--- src/rtl/hazard_ctrl_pkg.sv ---
// rtl/hazard_ctrl_pkg.sv - shared types, widths and load-use helper for the hazard controller
package hazard_ctrl_pkg;

    typedef enum logic [1:0] {
        RUN   = 2'd0,
        HOLD  = 2'd1,
        FLUSH = 2'd2,
        ERR   = 2'd3
    } hazState_e;

    localparam int REG_IDX_W       = 5;
    localparam int DEF_MEM_TIMEOUT = 16;

    // Register 0 is hard-wired zero, so a load targeting it never creates a dependency.
    function automatic logic isLoadUse(
        input logic                 memRead,
        input logic [REG_IDX_W-1:0] exRt,
        input logic [REG_IDX_W-1:0] idRs,
        input logic [REG_IDX_W-1:0] idRt
    );
        return memRead && (exRt != '0) && ((exRt == idRs) || (exRt == idRt));
    endfunction

endpackage

--- src/rtl/hazard_stats.sv ---
// rtl/hazard_stats.sv - saturating event counters for bubbles, flushes and hold cycles
module hazard_stats (
    input  logic        clk_i,
    input  logic        rst_i,
    input  logic        stallEv,
    input  logic        flushEv,
    input  logic        holdEv,
    output logic [15:0] stall_cnt,
    output logic [15:0] flush_cnt,
    output logic [15:0] hold_cnt
);

    always_ff @(posedge clk_i) begin
        if (!rst_i) begin
            stall_cnt <= '0;
            flush_cnt <= '0;
            hold_cnt  <= '0;
        end else begin
            if (stallEv && stall_cnt != 16'hFFFF) stall_cnt <= stall_cnt + 16'd1;
            if (flushEv && flush_cnt != 16'hFFFF) flush_cnt <= flush_cnt + 16'd1;
            if (holdEv  && hold_cnt  != 16'hFFFF) hold_cnt  <= hold_cnt  + 16'd1;
        end
    end

endmodule

--- src/rtl/hazard_ctrl.sv ---
// rtl/hazard_ctrl.sv - stall/bubble/flush/freeze sequencer; HAZARD_STATS_EN adds event counters
module hazard_ctrl
    import hazard_ctrl_pkg::*;
#(
    parameter int MEM_TIMEOUT = DEF_MEM_TIMEOUT
) (
    input  logic                 clk_i,
    input  logic                 rst_i,
    input  logic [REG_IDX_W-1:0] if_id_RegRs,
    input  logic [REG_IDX_W-1:0] if_id_RegRt,
    input  logic                 id_ex_MemRead,
    input  logic [REG_IDX_W-1:0] id_ex_RegRt,
    input  logic                 branch_taken,
    input  logic                 dmem_req,
    input  logic                 dmem_ready,
    output logic                 pc_write,
    output logic                 if_id_write,
    output logic                 id_ex_bubble,
    output logic                 flush,
    output logic                 pipe_hold,
    output logic                 mem_err
`ifdef HAZARD_STATS_EN
    ,
    output logic [15:0]          stall_cnt,
    output logic [15:0]          flush_cnt,
    output logic [15:0]          hold_cnt
`endif
);

    localparam int CNT_W = $clog2(MEM_TIMEOUT + 1);

    hazState_e        state, nextState;
    logic             pend, pendNext;
    logic [CNT_W-1:0] holdCnt, cntNext;
    logic             loadUse, memStall;

    assign loadUse  = isLoadUse(id_ex_MemRead, id_ex_RegRt, if_id_RegRs, if_id_RegRt);
    assign memStall = dmem_req && !dmem_ready;
    assign mem_err  = (state == ERR);

    always_ff @(posedge clk_i) begin
        if (!rst_i) begin
            state   <= RUN;
            pend    <= 1'b0;
            holdCnt <= '0;
        end else begin
            state   <= nextState;
            pend    <= pendNext;
            holdCnt <= cntNext;
        end
    end

    always_comb begin
        nextState    = state;
        pendNext     = pend;
        cntNext      = holdCnt;
        pc_write     = 1'b1;
        if_id_write  = 1'b1;
        id_ex_bubble = 1'b0;
        flush        = 1'b0;
        pipe_hold    = 1'b0;

        case (state)
            RUN: begin
                if (memStall) begin
                    // A branch resolving in the entry cycle is remembered and flushed after the hold.
                    pipe_hold   = 1'b1;
                    pc_write    = 1'b0;
                    if_id_write = 1'b0;
                    pendNext    = branch_taken;
                    cntNext     = CNT_W'(1);
                    nextState   = HOLD;
                end else if (branch_taken) begin
                    flush = 1'b1;
                end else if (loadUse) begin
                    pc_write     = 1'b0;
                    if_id_write  = 1'b0;
                    id_ex_bubble = 1'b1;
                end
            end

            HOLD: begin
                pipe_hold   = 1'b1;
                pc_write    = 1'b0;
                if_id_write = 1'b0;
                if (dmem_ready) begin
                    nextState = (pend || branch_taken) ? FLUSH : RUN;
                    pendNext  = 1'b0;
                    cntNext   = '0;
                end else if (holdCnt == CNT_W'(MEM_TIMEOUT)) begin
                    nextState = ERR;
                    pendNext  = pend || branch_taken;
                end else begin
                    cntNext  = holdCnt + CNT_W'(1);
                    pendNext = pend || branch_taken;
                end
            end

            FLUSH: begin
                flush     = 1'b1;
                nextState = RUN;
                if (memStall) begin
                    // The deferred flush still goes out; a new access can freeze the pipe again.
                    pipe_hold   = 1'b1;
                    pc_write    = 1'b0;
                    if_id_write = 1'b0;
                    pendNext    = 1'b0;
                    cntNext     = CNT_W'(1);
                    nextState   = HOLD;
                end
            end

            ERR: begin
                pipe_hold   = 1'b1;
                pc_write    = 1'b0;
                if_id_write = 1'b0;
            end

            default: nextState = RUN;
        endcase
    end

`ifdef HAZARD_STATS_EN
    hazard_stats u_stats (
        .clk_i     (clk_i),
        .rst_i     (rst_i),
        .stallEv   (id_ex_bubble),
        .flushEv   (flush),
        .holdEv    (pipe_hold),
        .stall_cnt (stall_cnt),
        .flush_cnt (flush_cnt),
        .hold_cnt  (hold_cnt)
    );
`endif

endmodule

--- config.mk ---
export PLATFORM = sky130hd
export DESIGN_NAME = hazard_ctrl
export DESIGN_NICKNAME = d
export VERILOG_FILES = /design/src/rtl/hazard_ctrl_pkg.sv /design/src/rtl/hazard_stats.sv /design/src/rtl/hazard_ctrl.sv
export SDC_FILE = /design/constraint.sdc
export NUM_CORES = 1
export LEC_CHECK = 0
export ABC_AREA = 1
export CAP_MARGIN = 20
export CORE_MARGIN = 4
export CORE_UTILIZATION = 45
export DETAILED_ROUTE_END_ITERATION = 10
export HOLD_SLACK_MARGIN = 0.15
export PLACE_DENSITY = 0.85
export RECOVER_POWER = 100
export SKIP_LAST_GASP = 1
export SYNTH_ARGS = -nofsm -noshare
export SYNTH_HDL_FRONTEND = slang
export SYNTH_SLANG_ARGS = --single-unit
export TNS_END_PERCENT = 10
--- constraint.sdc ---
create_clock -name clk_i -period 1.95 [get_ports clk_i]
set_input_delay 0.39 -clock clk_i [delete_from_list [all_inputs] [get_ports clk_i]]
set_output_delay 0.39 -clock clk_i [all_outputs]
set_load 0.01 [all_outputs]
======== Yosys cells after proc, flatten, opt, wreduce, memory -nomap -nowiden ========
Index checks and enable logic that the tools add are counted.
word-level totals
  latch bits .............................. 0
  output and inout bits ................... 6
  memory bits (read-only) ................. 0
  register bits after elaboration ......... 8
  logic and storage cells ................. 58
  memories ................................ 0
  memory bits (writable) .................. 0
operators by class
  muxes and demuxes ....................... 28
  div/mod/pow operators ................... 0
  multipliers ............................. 0
  add/sub/neg operators ................... 1
  magnitude comparators ................... 0
  shift operators ......................... 0
  reductions and logical operators ........ 15
  eq/ne operators ......................... 11
  bitwise logic cells ..................... 0
operator list
  cell                 count
  $mux 1               15
  $mux 5               3
  $eq 5x5->1           2
  $pmux 5 s2           1
  $reduce_and 3->1     3
  $mux 2               4
  $ne 3x3->1 const B   2
  $pmux 1 s3           2
  $pmux 2 s3           1
  $add 5x1->5 const B  1
  $eq 5x5->1 const B   1
  $reduce_bool 5->1    1
  $eq 2x2->1 const B   2
  $ne 2x2->1 const B   2
  $pmux 1 s2           2
  $reduce_or 2->1      2
  $logic_and 1x1->1    3
  $reduce_bool 3->1    1
  $eq 2x1->1 const B   1
  $logic_not 2->1      1
  $logic_or 1x1->1     2
  $ne 2x1->1 const B   1
  $reduce_bool 2->1    1
  $logic_not 1->1      1

======== Longest topological paths before layout ========
Gate-level depths: netlist of run 1.
  depth after elaboration ................. 7
  depth in mapped cells ................... 10
  gate-level depth less buffers ........... 10

======== Least setup slack after synthesis of run 1 ========
No wires, ideal clock.
  path type ............................... register to output
  start point ............................. reg state[0]
  end point ............................... out pc_write
  arrival ................................. 1.220 ns
  cell stages (with the launch flop) ...... 7
  setup slack ............................. 0.340 ns
  cell sequence ........................... dfxtp_1 > inv_1 > ha_1 > nand3_1 > inv_1 > a21oi_1 > buf_4
between the ends
  word-level cells in the longest chain between the ends .. 3
  elaborated cells on any way between the ends .. 6
ends and longest elaborated chain
  item                                      RTL line           RTL
  start: declaration                        hazard_ctrl.sv:32  hazState_e state, nextState;
  start signal: assignment                  hazard_ctrl.sv:47  state <= nextState;
  $eq 2x2->1 or $eq 2x1->1 (tied branches)  n/a
  $reduce_or 2->1 (no line)                 n/a
  $pmux 1 s3 (*)                            n/a
  end: declaration                          hazard_ctrl.sv:16  output logic pc_write,
Mark *: on every way between the ends. The rest lies on a longest branch, timed or not.

======== Final worst setup path of run 1 ========
  start point ............................. in if_id_RegRt[4]
  end point ............................... out pc_write
between the ends
  word-level cells in the longest chain between the ends .. 7
ends and longest elaborated chain
  item                RTL line               RTL
  start: declaration  hazard_ctrl.sv:10      input logic [REG_IDX_W-1:0] if_id_RegRt,
  $eq 5x5->1          hazard_ctrl_pkg.sv:21  return memRead && (exRt != '0) && ((exRt == idRs) || (exRt == idRt));
  $logic_or 1x1->1    hazard_ctrl_pkg.sv:21
  $logic_and 1x1->1   hazard_ctrl_pkg.sv:21
  $mux 1              hazard_ctrl.sv:75      end else if (loadUse) begin
  $mux 1              hazard_ctrl.sv:73      end else if (branch_taken) begin
  $mux 1              hazard_ctrl.sv:65      if (memStall) begin
  $pmux 1 s3          hazard_ctrl.sv:63      case (state)
Every way passes these cells.

==> impl_results.md, run 1 <==
- Gpl congestion: 0.846
- Share of cells above drive strength 1: 0.114
- CTS tree: built
- Post-DRT Antenna Nets: 0
- Residual DRC count: 0
- Multi-input logic area: between 500 and 600 um^2
- Pin count of the biggest net entering global routing: 9
- Worst-Skew Late Latency: 260 ps
- Crit Path Max Fanout: 2
- Reg-to-Reg Start: state[1]
- Power Density: 951 nW/um^2
- Vias per inst: 4.75
- Post-synth design cell area: 830 um^2
- Core area: ~1700 um^2
- DRT Pass-1 Iters: 5
- CP max-delay cell: clkdlybuf4s50_1
- Arr. time, crit path: about 1700 ps
- FF-to-FF path depth: 9
- Power Total: 0.00114 W
- CP Launch Type: primary input
- Hold path endpoint: holdCnt[1]
- Area of the die: 2590 um^2
- First DRT Iteration DRCs: 22
- Sequential Area: 160 um^2
- PnR worst setup slack: -124 ps
- Starting Density: 0.475
- Max-cap violations: 0
- Outcome: complete, but fails checks
- Post-placement cell count: between 200 and 250
- Layout Skew: 5.65 ps
- Clk root buf: clkbuf_4
- Final setup fails: 4
- PortBufs: 26
- Dpl cell area: about 1200 um^2
- H-tree depth: 1
- Area Growth Syn to Fin: 44.0%
- Cells after Synth: between 100 and 150
- Fillers: ~150
- Hold Crit Start: holdCnt[1]
- CTS Hold Bufs: 0
- Post-synthesis area per instance: 5.64 um^2
- Clock Path Buffers: 2
- Layout Cells excl Fill: about 210
- Clk sink count: 8
- Vias in the first global route: 999
- Min Tclk post-route: 2070 ps
- Fmax: 482 MHz
- Die height: 50.9 um
- Leakage power: 0.703 nW
- Final Cell Area: 1190 um^2
- R2R Setup Slk: ~210 ps
- Rows: 15
- Terminus of the critical flop-to-flop path: holdCnt[2]
- RSZ-0062 raised after global routing: yes
- Final Hold Viols: 0
- Routed wire length: 2200 um
- DIE WIDTH: 50.9 um
- Distinct cells, synth: 19
- Overall global routing resource usage: 0.183
- Fin crit share: 1.06
- Endpoint class of the critical path: output port
- Drt wl/cell: 10.5 um
- Crit-path cells: clkdlybuf4s50_1 -> inv_1 -> nand2_1 -> nand2_1 -> nor2_1 -> nand3_1 -> nand2_1 -> a21oi_1 -> dlygate4sd2_1
- CTS clk-pin slew, worst paths: about 50 ps
- Worst hold path depth: 2
- Antenna violations before repair: 0
- Hold crit path type: reg2reg
- Pins Over Slew Limit: 0
- Synth Register Bits: 8
- Detailed Place HPWL: 1790 um
- WP data required: 1560 ps
- Relative slew margins: 0.772
- Num CTS Buffers: 3
- Syn nets: 174
- Critical path's largest stage delay: 480 ps
- Most common cell on crit path: nand2_1
- Violated checks: negative setup slack
- Peak VDD IR: 0.828 mV
- Diode count: 0
- GRT overflow: 0
- Seq/Total Area, Yosys: 0.193
- Hold WS: between 500 and 600 ps
- Critical path class: in2out
- Synth Warn #: 0
- Vias: 992
- Layout net count: 213
- First-pass GRT wire length: ~3700 um
- Post-CTS Setup Bufs: 0
- Worst slew pin tran: around 340 ps
- # IOs: 27
[how the worst max path moves through the flow]
stage,from,to,slack [ps],cells past startpoint
finish,if_id_RegRt[4],pc_write,-120,9
global route,if_id_RegRt[2],pc_write,-210,9
detailed placement,id_ex_RegRt[4],id_ex_bubble,-500,10
global placement,id_ex_RegRt[1],id_ex_bubble,-430,10
CTS,id_ex_RegRt[4],id_ex_bubble,-180,10
floorplan,state[0],pc_write,340,6
[sequential cells by signal, summed over array words and instances, names as in the netlist]
| name | flops |
|---|---|
| holdCnt | 5 |
| pend | 1 |
| state | 2 |
[final cells by class]
class                           instances  share of cell area
Clock buffer                            3              0.0188
Inverter                               33               0.104
Multi-Input combinational cell        105               0.438
Sequential cell                         8               0.134
Tap cell                               25              0.0262
Timing Repair Buffer                   35               0.280
[power breakdown]
part	leakage (nW)	total (W)	internal (W)	switching, W
clock	0.0138	0.000129	0.0000705	0.0000582
sequential	0.0658	0.000254	0.000215	0.0000391
combinational	0.623	0.000753	0.000322	0.000431
total	0.703	0.00114	0.000607	0.000529
[layer usage]
layer | global-route usage | vias up | wire (um)
li1 | - | 520 | -
met1 | 0.178 | 435 | 870
met2 | 0.348 | 31 | 1130
met3 | 0.0525 | 6 | 147
met4 | 0.0852 | 0 | 45
met5 | 0 | - | 0
[cells in the mapped netlist]
cell type,number,share of area
inv_2,2,0.0091
or2_2,1,0.0075
ha_1,6,0.090
a21oi_1,8,0.048
nand3_1,6,0.036
a31oi_1,1,0.0075
xnor2_1,3,0.032
nor2_2,2,0.015
buf_4,1,0.0091
nand2_2,2,0.015
dfxtp_1,8,0.19
nand2_1,38,0.17
nand4_1,2,0.015
nand3_4,1,0.021
inv_1,31,0.14
o21bai_2,2,0.027
o21ai_0,6,0.036
nor2_1,25,0.11
o21ai_1,2,0.012
[cell usage in the layout (no fill, tap or decap), types with 2 or more instances in the layout]
cell type	Yosys	final
nand2_2	2	2
inv_2	2	2
clkbuf_4	0	4
xnor2_1	3	3
dlygate4sd3_1	0	2
clkdlybuf4s50_1	0	14
buf_4	1	8
dlymetal6s2s_1	0	6
nand4_1	2	2
nand3_1	6	7
o21ai_0	6	7
dlygate4sd2_1	0	3
ha_1	6	6
dfxtp_1	8	8
nand2_1	38	38
o21bai_2	2	2
inv_1	31	31
nor2_1	25	26
a21oi_1	8	8
[what timing repair did]
action | in CTS | in global routing
resized for setup | 6 | 8
setup endpoints to repair | 5 | 5
cloned | 0 | 0
[cells by family (layout without fill, tap and decap cells)]
kind of cell | Yosys count | count (layout) | synth area share
simple gates | 77 | 77 | 0.395
buf+inv | 34 | 71 | 0.158
compound gates | 19 | 19 | 0.131
flops | 8 | 8 | 0.193
fa+ha+maj | 6 | 6 | 0.0905
xor+xnor | 3 | 3 | 0.0317
[through the flow]
stage	worst slack, ps	util	setup TNS (ps)
after global placement	-428	0.677	-1610
after CTS	-183	0.688	-704
after detailed placement	-500	0.677	-1760
final	-124	0.685	-318
after floorplan	340	-	0
after global routing	-211	0.685	-679
[critical path, delay by kind of cell]
| kind | cells | cell delay (ps) |
|---|---|---|
| AND/OR/NAND/NOR | 5 | 410 |
| AO/OA/AOI/OAI | 1 | 70 |
| buffers and inverters | 3 | 810 |
Note: power is estimated with default switching activity, not from simulation.
==> run 2, diff against run 1 <==
--- a/config.mk
+++ b/config.mk
@@ -16,5 +16,6 @@
 export SKIP_LAST_GASP = 1
 export SYNTH_ARGS = -nofsm -noshare
 export SYNTH_HDL_FRONTEND = slang
+export SYNTH_HIERARCHICAL = 1
 export SYNTH_SLANG_ARGS = --single-unit
 export TNS_END_PERCENT = 10
==> results of run 2 <==
The final DEF is identical to that of run 1; final timing and power are the same.
Main changes from that run: Yosys warning count 0 -> 6
==> run 3, diff against run 2 <==
--- a/config.mk
+++ b/config.mk
@@ -6,12 +6,13 @@
 export NUM_CORES = 1
 export LEC_CHECK = 0
 export ABC_AREA = 1
-export CAP_MARGIN = 20
+export CELL_PAD_IN_SITES_DETAIL_PLACEMENT = 1
+export CELL_PAD_IN_SITES_GLOBAL_PLACEMENT = 1
 export CORE_MARGIN = 4
-export CORE_UTILIZATION = 45
+export CORE_UTILIZATION = 29
 export DETAILED_ROUTE_END_ITERATION = 10
 export HOLD_SLACK_MARGIN = 0.15
-export PLACE_DENSITY = 0.85
+export PLACE_DENSITY = 0.84
 export RECOVER_POWER = 100
 export SKIP_LAST_GASP = 1
 export SYNTH_ARGS = -nofsm -noshare
==> run 3 against run 2 <==
The run still ends with negative setup slack left. Register-to-register slack got worse by 100 ps. Global-route usage fell by 2.4 points. Synthesized cell count did not move. Critical path depth fell by 2. Critical path type unchanged.
==> impl_results.md, run 3 <==
- Outcome: complete, but fails checks (unchanged)
- Violated checks: negative setup slack (unchanged)
- Die height: 61.5 um (was 50.9 um)
- PnR worst setup slack: -135 ps (was -124 ps)
- Relative slew margins: 0.748 (was 0.772)
- Clock Path Buffers: 2 (unchanged)
- Layout Skew: 1.89 ps (was 5.65 ps)
- First-pass GRT wire length: 4490 um (was 3650 um)
- Leakage power: 0.654 nW (was 0.703 nW)
- Antenna violations before repair: 0 (unchanged)
- Post-synth EDFFs: 0 (unchanged)
- PortBufs: 26 (unchanged)
- Post-synth design cell area: 830 um^2 (unchanged)
- Post-placement cell count: 213 (was 206)
- Internal: 0.000618 W (was 0.000607 W)
- Seq/Total Area, Yosys: 0.193 (unchanged)
- Worst slew pin tran: 377 ps (was 340 ps)
- Pin count of the biggest net entering global routing: 9 (unchanged)
- Worst hold path depth: 2 (unchanged)
- Vias per inst: 4.68 (was 4.75)
- Cells after Synth: 147 (unchanged)
- Final core occ: 0.437 (was 0.685)
- WP data required: 1560 ps (about the same)
- Hold path endpoint: pend (was holdCnt[1])
- Post-place setup slack: -546 ps (was -500 ps)
- Area Growth Syn to Fin: 43.9% (was 44.0%)
- Overall global routing resource usage: 0.158 (was 0.183)
- Fillers: 370 (was 151)
- Starting Density: 0.303 (was 0.475)
- Fin crit share: 1.07 (was 1.06)
- Num CTS Buffers: 3 (unchanged)
- Residual DRC count: 0 (unchanged)
- Seq pwr share: 0.214 (was 0.223)
- Peak VDD IR: 0.582 mV (was 0.828 mV)
- Critical path class: in2out (unchanged)
- First DRT Iteration DRCs: 28 (was 22)
- Final setup fails: 4 (unchanged)
- Drt wl/cell: 12.2 um (was 10.5 um)
- Fmax: 480 MHz (was 482 MHz)
- Largest reg by FF count: holdCnt (unchanged)
- R2R Setup Slk: 110 ps (was 210 ps)
- DIE WIDTH: 61.5 um (was 50.9 um)
- Detailed Place HPWL: 2290 um (was 1790 um)
- Largest area contributor in the netlist: dfxtp_1 (unchanged)
- Biggest regs: holdCnt (5), state (2), pend (1) (unchanged)
- Layout Cells excl Fill: 216 (was 209)
- H-tree depth: 1 (unchanged)
- Vias: 1,010 (was 992)
- Power Density: 994 nW/um^2 (was 951 nW/um^2)
- Comb power frac: 0.670 (was 0.663)
- Rows: 19 (was 15)
- Min Tclk post-route: 2080 ps (was 2070 ps)
- Distinct cells, synth: 19 (unchanged)
- RSZ-0062 raised after global routing: yes (unchanged)
- Synth Register Bits: 8 (unchanged)
- Max reg flops: 5 (unchanged)
- Max-cap violations: 0 (unchanged)
- Count leader, synth: nand2_1 (unchanged)
- Final Hold Viols: 0 (unchanged)
- Power Total: 0.00119 W (was 0.00114 W)
- Arr. time, crit path: 1690 ps (was 1680 ps)
- CTS Hold Bufs: 0 (unchanged)
- GRT overflow: 0 (unchanged)
- Vias in the first global route: 1,097 (was 999)
- Area of the die: 3780 um^2 (was 2590 um^2)
- Top_reg_cell synth: dfxtp_1 (unchanged)
- Hold crit path type: reg2reg (unchanged)
- Setup TNS: -262 ps (was -318 ps)
- Worst-Skew Late Latency: 270 ps (was 260 ps)
- Syn nets: 174 (unchanged)
- Gpl congestion: 0.830 (was 0.846)
- Top post-synthesis cells by area: dfxtp_1 (19%), nand2_1 (17%), inv_1 (14%), nor2_1 (11%), ha_1 (9.0%) (unchanged)
- Clock network fraction of total power: 0.116 (was 0.113)
- Reg-to-Reg Start: state[1] (unchanged)
- Async SR Flop Fraction: 0 (unchanged)
- Endpoint class of the critical path: output port (unchanged)
- Yosys top cell area share: 0.193 (unchanged)
- Synth Warn #: 6 (unchanged)
- Diode count: 0 (unchanged)
- Post-synthesis area per instance: 5.64 um^2 (unchanged)
- # IOs: 27 (unchanged)
- Crit Path Max Fanout: 3 (was 2)
- DRT Pass-1 Iters: 4 (was 5)
- Core area: 2730 um^2 (was 1750 um^2)
- CP Launch Type: primary input (unchanged)
- Sw frac: 0.479 (was 0.465)
- Post-DRT Antenna Nets: 0 (unchanged)
- Most common cell after layout, fill and taps aside: nand2_1 (unchanged)
- Post-synth top cells: nand2_1 (38), inv_1 (31), nor2_1 (25) (unchanged)
- Clk root buf: clkbuf_4 (unchanged)
- Layout net count: 214 (was 213)
- FF-to-FF path depth: 9 (unchanged)
- Share of cells above drive strength 1: 0.130 (was 0.114)
- CTS tree: built (unchanged)
- Clk sink count: 8 (unchanged)
- Psw: 0.000569 W (was 0.000529 W)
- Most frequent cells in the layout: nand2_1 (38), inv_1 (31), nor2_1 (25) (was nand2_1 (38), inv_1 (31), nor2_1 (26))
- Routed wire length: 2640 um (was 2200 um)
- CTS clk-pin slew, worst paths: 60 ps (was 50 ps)
- Terminus of the critical flop-to-flop path: holdCnt[4] (was holdCnt[2])
- Hold Crit Start: pend (was holdCnt[1])
- Pins Over Slew Limit: 0 (unchanged)
[run 3: worst max-delay path, cell delays in order]
cell	delay [ps]
clkdlybuf4s50_1	440
buf_4	150
xnor2_1	120
nand3_1	80
nand2_1	70
a21oi_1	170
clkdlybuf4s15_1	270
[run 3: power groups by stage]
stage / Sequential [W] / Clock [W] / Combinational [W]
final: 0.000254 / 0.000138 / 0.000794
after global routing: 0.000263 / 0.000151 / 0.000913
after CTS: 0.000254 / 0.000143 / 0.000842
after detailed placement: 0.000258 / 0 / 0.000848
after global placement: 0.000253 / 0 / 0.000802
after floorplan: 0.000252 / 0 / 0.000506
[run 3: what timing repair did]
action	in CTS	in global routing
endpoints found under the hold margin	0	0
endpoints found under the setup margin	5	5
setup buffers	0	0
gates resized for setup	8	6
[run 3: worst max-delay path by stage]
stage	start	endpoint	slack [ps]	depth (start not counted)
5_1_grt	id_ex_RegRt[2]	if_id_write	-280	9
3_5_place_dp	id_ex_RegRt[1]	id_ex_bubble	-550	10
4_1_cts	id_ex_RegRt[4]	id_ex_bubble	-210	10
6_report	id_ex_RegRt[4]	if_id_write	-130	7
3_3_place_gp	id_ex_RegRt[1]	id_ex_bubble	-470	10
2_1_floorplan	state[0]	pc_write	340	6
[run 3: final cells by class]
| class | instances | area, um^2 | share of cell area |
|---|---|---|---|
| well taps | 31 | 38.8 | 0.0325 |
| multi-input cells | 105 | 528 | 0.442 |
| repair buffers | 36 | 320 | 0.268 |
| clock buffers | 3 | 22.5 | 0.0189 |
| flip-flops and latches | 8 | 160 | 0.134 |
| inverters | 33 | 124 | 0.104 |
[run 3: metrics by stage]
stage / area, um^2 / hold WS, ps
finish: 1190 / 549
global placement: 1200 / 528
detailed placement: 1200 / 544
floorplan: 830 / 507
global route: 1190 / 630
CTS: 1220 / 556
[run 3: cells by family (layout without fill, tap and decap cells)]
family,after synthesis,after routing,share of synthesized area
xor+xnor,3,3,0.0317
buf+inv,34,72,0.158
flops,8,8,0.193
compound gates,19,19,0.131
simple gates,77,77,0.395
fa+ha+maj,6,6,0.0905
[run 3: per-layer routing]
metal,global-route usage,vias to the layer above,part of all wire
met1,0.163,468,0.39
met5,0,-,0
met4,0.0727,0,0.021
li1,-,519,-
met2,0.315,18,0.55
met3,0.0126,5,0.042
